## src/rtl/fetch_stage.sv

```systemverilog
// Instruction-fetch stage: owns the PC, drives PMEM, pairs returned words with their PC.
// Optional FETCH_JUMP_COUNT_EN adds a saturating 16-bit taken-jump counter on out_jump_count.
module fetch_stage #(
  parameter int PC_WIDTH        = 12,
  parameter int PMEM_ADDR_WIDTH = 12,
  parameter int PMEM_WORD_WIDTH = 16,
  parameter int FLUSH_CYCLES    = 2
) (
  input  logic                       clock,
  input  logic                       reset,
  input  logic                       in_jump,
  input  logic [PC_WIDTH-1:0]        in_jump_target,
  input  logic                       in_stall,
  input  logic [PMEM_WORD_WIDTH-1:0] in_pmem_data,
  output logic [PMEM_ADDR_WIDTH-1:0] out_pmem_addr,
  output logic [PMEM_WORD_WIDTH-1:0] out_instr,
  output logic [PC_WIDTH-1:0]        out_pc,
  output logic                       out_flush
`ifdef FETCH_JUMP_COUNT_EN
  ,
  output logic [15:0]                out_jump_count
`endif
);

  localparam logic [2:0] FLUSH_LOAD = 3'(FLUSH_CYCLES);

  logic [PC_WIDTH-1:0] pc_q, pc_d;
  logic [PC_WIDTH-1:0] pc_d1_q, pc_d1_d;
  logic                valid_q, valid_d;
  logic [2:0]          flush_cnt_q, flush_cnt_d;

  always_comb begin
    pc_d        = pc_q;
    pc_d1_d     = pc_d1_q;
    valid_d     = valid_q;
    flush_cnt_d = flush_cnt_q;

    // A jump overrides a stall; the word in flight from the old PC is squashed.
    if (in_jump) begin
      pc_d    = in_jump_target;
      pc_d1_d = pc_q;
      valid_d = 1'b0;
    end else if (!in_stall) begin
      pc_d    = pc_q + 1'b1;
      pc_d1_d = pc_q;
      valid_d = 1'b1;
    end

    // The flush window keeps counting down even while stalled.
    if (in_jump) begin
      flush_cnt_d = FLUSH_LOAD;
    end else if (flush_cnt_q != 3'd0) begin
      flush_cnt_d = flush_cnt_q - 3'd1;
    end
  end

  always_ff @(posedge clock or posedge reset) begin
    if (reset) begin
      pc_q        <= '0;
      pc_d1_q     <= '0;
      valid_q     <= 1'b0;
      flush_cnt_q <= 3'd0;
    end else begin
      pc_q        <= pc_d;
      pc_d1_q     <= pc_d1_d;
      valid_q     <= valid_d;
      flush_cnt_q <= flush_cnt_d;
    end
  end

  assign out_pmem_addr = PMEM_ADDR_WIDTH'(pc_q);
  assign out_instr     = valid_q ? in_pmem_data : '0;
  assign out_pc        = pc_d1_q;
  assign out_flush     = (flush_cnt_q != 3'd0);

`ifdef FETCH_JUMP_COUNT_EN
  logic [15:0] jump_count_q, jump_count_d;

  always_comb begin
    jump_count_d = jump_count_q;
    if (in_jump && (jump_count_q != 16'hFFFF)) begin
      jump_count_d = jump_count_q + 16'd1;
    end
  end

  always_ff @(posedge clock or posedge reset) begin
    if (reset) begin
      jump_count_q <= 16'd0;
    end else begin
      jump_count_q <= jump_count_d;
    end
  end

  assign out_jump_count = jump_count_q;
`endif

endmodule

```

## config.mk

```make
export PLATFORM = sky130hd
export DESIGN_NAME = fetch_stage
export DESIGN_NICKNAME = d
export VERILOG_FILES = /design/src/rtl/fetch_stage.sv
export SDC_FILE = /design/constraint.sdc
export NUM_CORES = 1
export LEC_CHECK = 0
export ABC_AREA = 1
export CORE_UTILIZATION = 44
export DETAILED_ROUTE_END_ITERATION = 12
export PLACE_DENSITY = 0.85
export SYNTH_ARGS = -nofsm -noshare
export SYNTH_HDL_FRONTEND = slang
export SYNTH_SLANG_ARGS = --single-unit
```

## constraint.sdc

```tcl
create_clock -name clock -period 3 [get_ports clock]
set_input_delay 0.3 -clock clock [delete_from_list [all_inputs] [get_ports clock]]
set_output_delay 0.3 -clock clock [all_outputs]
set_load 0.01 [all_outputs]
```

# Word-level counts from Yosys, hierarchy flattened
# Index checks and enable logic that the tools add are counted.
# Widths: inputs -> output; s select.
totals:
  reg_bits: 28
  ram_bits: 0
  elab_cells: 18
  out_inout_bits: 41
  rom_bits: 0
  inputBits: 32
  latchBits: 0
  memories: 0
op_classes:
  n_eq_ne: 1
  order_cmp: 0
  mul: 0
  mux: 9
  shifts: 0
  n_reduce_logical: 2
  n_div: 0
  n_addsub: 2
  bitwise: 0
ops:
  columns: ["op", "n"]
  rows:
  - ["$mux 12", 4]
  - ["$mux 16", 1]
  - ["$add 12x1->12 const B", 1]
  - ["$mux 3", 2]
  - ["$reduce_bool 3->1", 1]
  - ["$sub 3x1->3 const B", 1]
  - ["$mux 1", 2]
  - ["$ne 2x2->1 const B", 1]
  - ["$reduce_bool 2->1", 1]

# Depth between registers and ports, before layout
logic_depth:
  word_depth: 3
  depth_mapped: 8
  depth_no_buf: 8

# Least setup slack after synthesis
# No wires, ideal clock.
synth_timing:
  path_kind: "reg-to-reg"
  startpoint: "reg pc_q[1], in the netlist out_pmem_addr[1]"
  endpoint: "reg pc_q[10], in the netlist out_pmem_addr[10]"
  t_arrival_ns: 1.126
  path_stages_with_launch: 9
  setup_time_ns: 0.116
  path_buffers: 0
  required_ns: 2.884
  path_slack_ns: 1.757
  period_less_slack_ns: 1.243
  path_cell_list: "dfrtp_1 > ha_1 > nand3_1 > nor2_2 > nand2_1 > nand2_1 > nand3_1 > nand2_1 > nand2_1"
synth_between:
  elab_chain_len: 3
synth_rtl:
  columns: ["element", "line_no", "source"]
  rows:
  - ["start, declared", "27", "logic [PC_WIDTH-1:0] pc_q, pc_d;"]
  - ["start signal, assigned", "64", "pc_q <= pc_d;"]
  - ["$add 12x1->12", "44", "pc_d = pc_q + 1'b1;"]
  - ["$mux 12", "43", "end else if (!in_stall) begin"]
  - ["$mux 12", "39", "if (in_jump) begin"]
# No other way between the ends. The select of a mux whose other input is x is not followed.
# A chain may end at the register's enable or synchronous reset.

# Worst setup path after layout
layout_timing:
  startpoint: "reg flush_cnt_q[0]"
  endpoint: "out out_flush"
layout_between:
  elab_chain_len: 1
layout_rtl:
  columns: ["element", "line_no", "source"]
  rows:
  - ["start, declared", "30", "logic [2:0] flush_cnt_q, flush_cnt_d;"]
  - ["start signal, assigned", "67", "flush_cnt_q <= flush_cnt_d;"]
  - ["$reduce_bool 3->1", "74", "assign out_flush = (flush_cnt_q != 3'd0);"]
  - ["end, declared", "18", "output logic out_flush"]
# No other way between the ends.

==> results.json <==
{
  "outcome": "complete, no violations",
  "drtIter0Drc": 112,
  "leakage_nw": 1.174,
  "critPathMaxStageDelay_ns": 0.53,
  "critPathTopFamily": "buffers and inverters",
  "rows": 21,
  "synth-seq-cells": 28,
  "preCtsSetupSlack_ns": 1.061,
  "drc": 0,
  "finalWirelength_mm": 3.780,
  "finalWorstSetupSlack_ns": 0.9391,
  "hold_viol": 0,
  "ys_async_sr_fraction_pct": 100.0,
  "grt_pass1_vias": 1467,
  "path_max_fanout": 3,
  "diodes": 0,
  "cts_root_buf": "clkbuf_4",
  "fin_hold_ws_ns": 0.3277,
  "path_cells": "inv_1 > ha_1 > ha_1 > inv_1 > clkdlybuf4s50_1",
  "yosysUniqueCellTypes": 24,
  "die_width_um": 61.65,
  "place.gp.congestion": 0.8282,
  "fin_crit_sh_pct": 68.70,
  "arrival_ns": 1.76,
  "cp-end-kind": "output port",
  "ctsResizeCount": 0,
  "synth.net_count": 253,
  "period_needed_ns": 2.061,
  "nNetsFinal": 325,
  "drive_above_1_share_pct": 5.208,
  "cts_setup_buffers": 0,
  "fp.dieArea_sq_mm": 0.003800,
  "cts_tree": "built",
  "cts_hold_buf": 0,
  "grt_usage_pct": 22.04,
  "cts.sinks": 28,
  "io_pins": 73,
  "cp_num_buf_inv": 3,
  "clkSlewWorstSetupHoldPaths_ns": 0.14,
  "synth.avg_cell_area_sq_um": 7.180,
  "fp.dieH_um": 61.65,
  "cts_max_level": 1,
  "antenna_found_initial": 0,
  "core-area_sq_mm": 0.003363,
  "post_drt_wl_per_cell_um": 11.32,
  "dp_hpwl_mm": 2.917,
  "initial_core_util_pct": 46.54,
  "synthFlopType": "dfrtp_1",
  "fin_setup_tns_ns": 0,
  "finClkSkew_ns": 0.002364,
  "yosys_warnings": 0,
  "cts_buffer_depth": 2,
  "power_density_mw_per_mm2": 438.4,
  "finalNonFillerCells": 334,
  "cts_buffers": 3,
  "postSynthCellCount": 218,
  "dp_cells": 331,
  "start_kind": "flop",
  "yosysSeqAreaShare_pct": 44.76,
  "post-synth-top-count-cell": "nand2_1",
  "port_buffers": 72,
  "worstMarginPinSlew_ns": 0.5436,
  "synth_top_cells_by_count": "nand2_1, inv_1, dfrtp_1, o21ai_0, nor2_1",
  "syn_to_final_growth_pct": 49.56,
  "setup_viol": 0,
  "vias": 1573,
  "grt_start_max_net_pins": 29,
  "synth_area_leader_cell": "dfrtp_1",
  "grt_overflow_total": 0,
  "peakVddDrop_v": 0.0003691,
  "drv_slew": 0,
  "slew_headroom_pct": 63.64,
  "synth_top_cell_area_share_pct": 44.76,
  "crit_type": "reg2out",
  "cp_slowest_cell": "clkdlybuf4s50_1",
  "crit_required_ns": 2.70,
  "first_pass_iters": 4,
  "ys_top_cells_by_area": "dfrtp_1, nand2_1, inv_1",
  "clk_latency_ns": 0.32,
  "synth_area_sq_mm": 0.001565,
  "synth_edf_count": 0,
  "rsz0062_at_grt": "no",
  "final_antenna_net_count": 0,
  "viasPerCell": 4.710,
  "drv_cap": 0,
  "clock.fmax_mhz": 485.2,
  "hold_path.class": "in2async",
  "grt_first_pass_wirelength_mm": 6.203
}
[power by group]
part / internal (W) / switching, W
logic: 0.000203 / 0.000179
clock network: 0.0000471 / 0.000103
registers: 0.000439 / 0.0000552
total: 0.000689 / 0.000337
[tightest hold or removal path: stages]
cell and delay [ns]:
clkdlybuf4s50_1 0.40, inv_1 0.05, buf_4 0.32
[placed cells by master (no fill, tap or decap), types with 2 or more instances in the layout]
master | synthesis | final
a211oi_1 | 2 | 2
a21oi_1 | 8 | 8
buf_4 | 0 | 2
clkbuf_4 | 0 | 3
clkdlybuf4s50_1 | 0 | 72
dfrtp_1 | 28 | 28
ha_1 | 3 | 3
inv_1 | 37 | 37
inv_2 | 4 | 4
nand2_1 | 75 | 75
nand3_1 | 10 | 10
nand4_1 | 3 | 3
nor2_1 | 11 | 11
nor2_4 | 3 | 3
nor3_1 | 2 | 2
o211ai_1 | 2 | 2
o21ai_0 | 14 | 14
o21ai_1 | 3 | 3
[metal layers]
metal / GRT usage, % / vias up / share of wire, %
met5: 0 / - / 0
met1: 28.80 / 707 / 45
met4: 6.349 / 0 / 1.5
met3: 5.252 / 6 / 5.2
li1: - / 811 / -
met2: 36.41 / 49 / 48
[logic make-up (layout without fill, tap and decap cells)]
kind of cell | after synthesis | after routing | share of synthesized area (%)
and+or+nand+nor | 106 | 106 | 28.62
buffers and inverters | 48 | 118 | 12.39
adders and majority gates | 3 | 3 | 2.398
AOI/OAI and AO/OA | 33 | 33 | 11.83
DFF | 28 | 28 | 44.76
[sequential cells by signal, summed over array words and instances (netlist names)]
register       count
flush_cnt_q        3
out_pc            12
out_pmem_addr     12
valid_q            1
[stage by stage]
step                      area, sq um  total power, W  utilization [%]
after detailed placement         2318       0.0008874            68.94
after CTS                        2341        0.001036            69.61
after floorplan                  1565       0.0006801                -
final                            2341        0.001026            69.61
after global routing             2341        0.001100            69.61
after global placement           2318       0.0008760            68.94
[final cells by class]
type                       count  area (sq um)
clock buffer                   3         22.52
fill                         294          1022
inverter                      41         153.9
multi-input combinational    142         670.6
sequential                    28         700.7
tap                           46         57.56
timing repair buffer          74         735.7
[path summary, 6_finish.rpt]
| path | from | endpoint | slack (ns) | depth (start not counted) |
|---|---|---|---|---|
| worst max-delay path | flush_cnt_q[0] | out_flush | 0.94 | 5 |
| worst min-delay path | reset | out_pc[11] | 0.33 | 3 |
| worst max register to register | out_pmem_addr[1] | out_pmem_addr[10] | 1.63 | 8 |
| worst min register to register | out_pc[0] | out_pc[0] | 0.50 | 2 |
| max in group asynchronous | reset | out_pmem_addr[4] | 2.41 | 3 |
| min in group clock | out_pc[0] | out_pc[0] | 0.50 | 2 |
(Power assumes the default switching activity.)
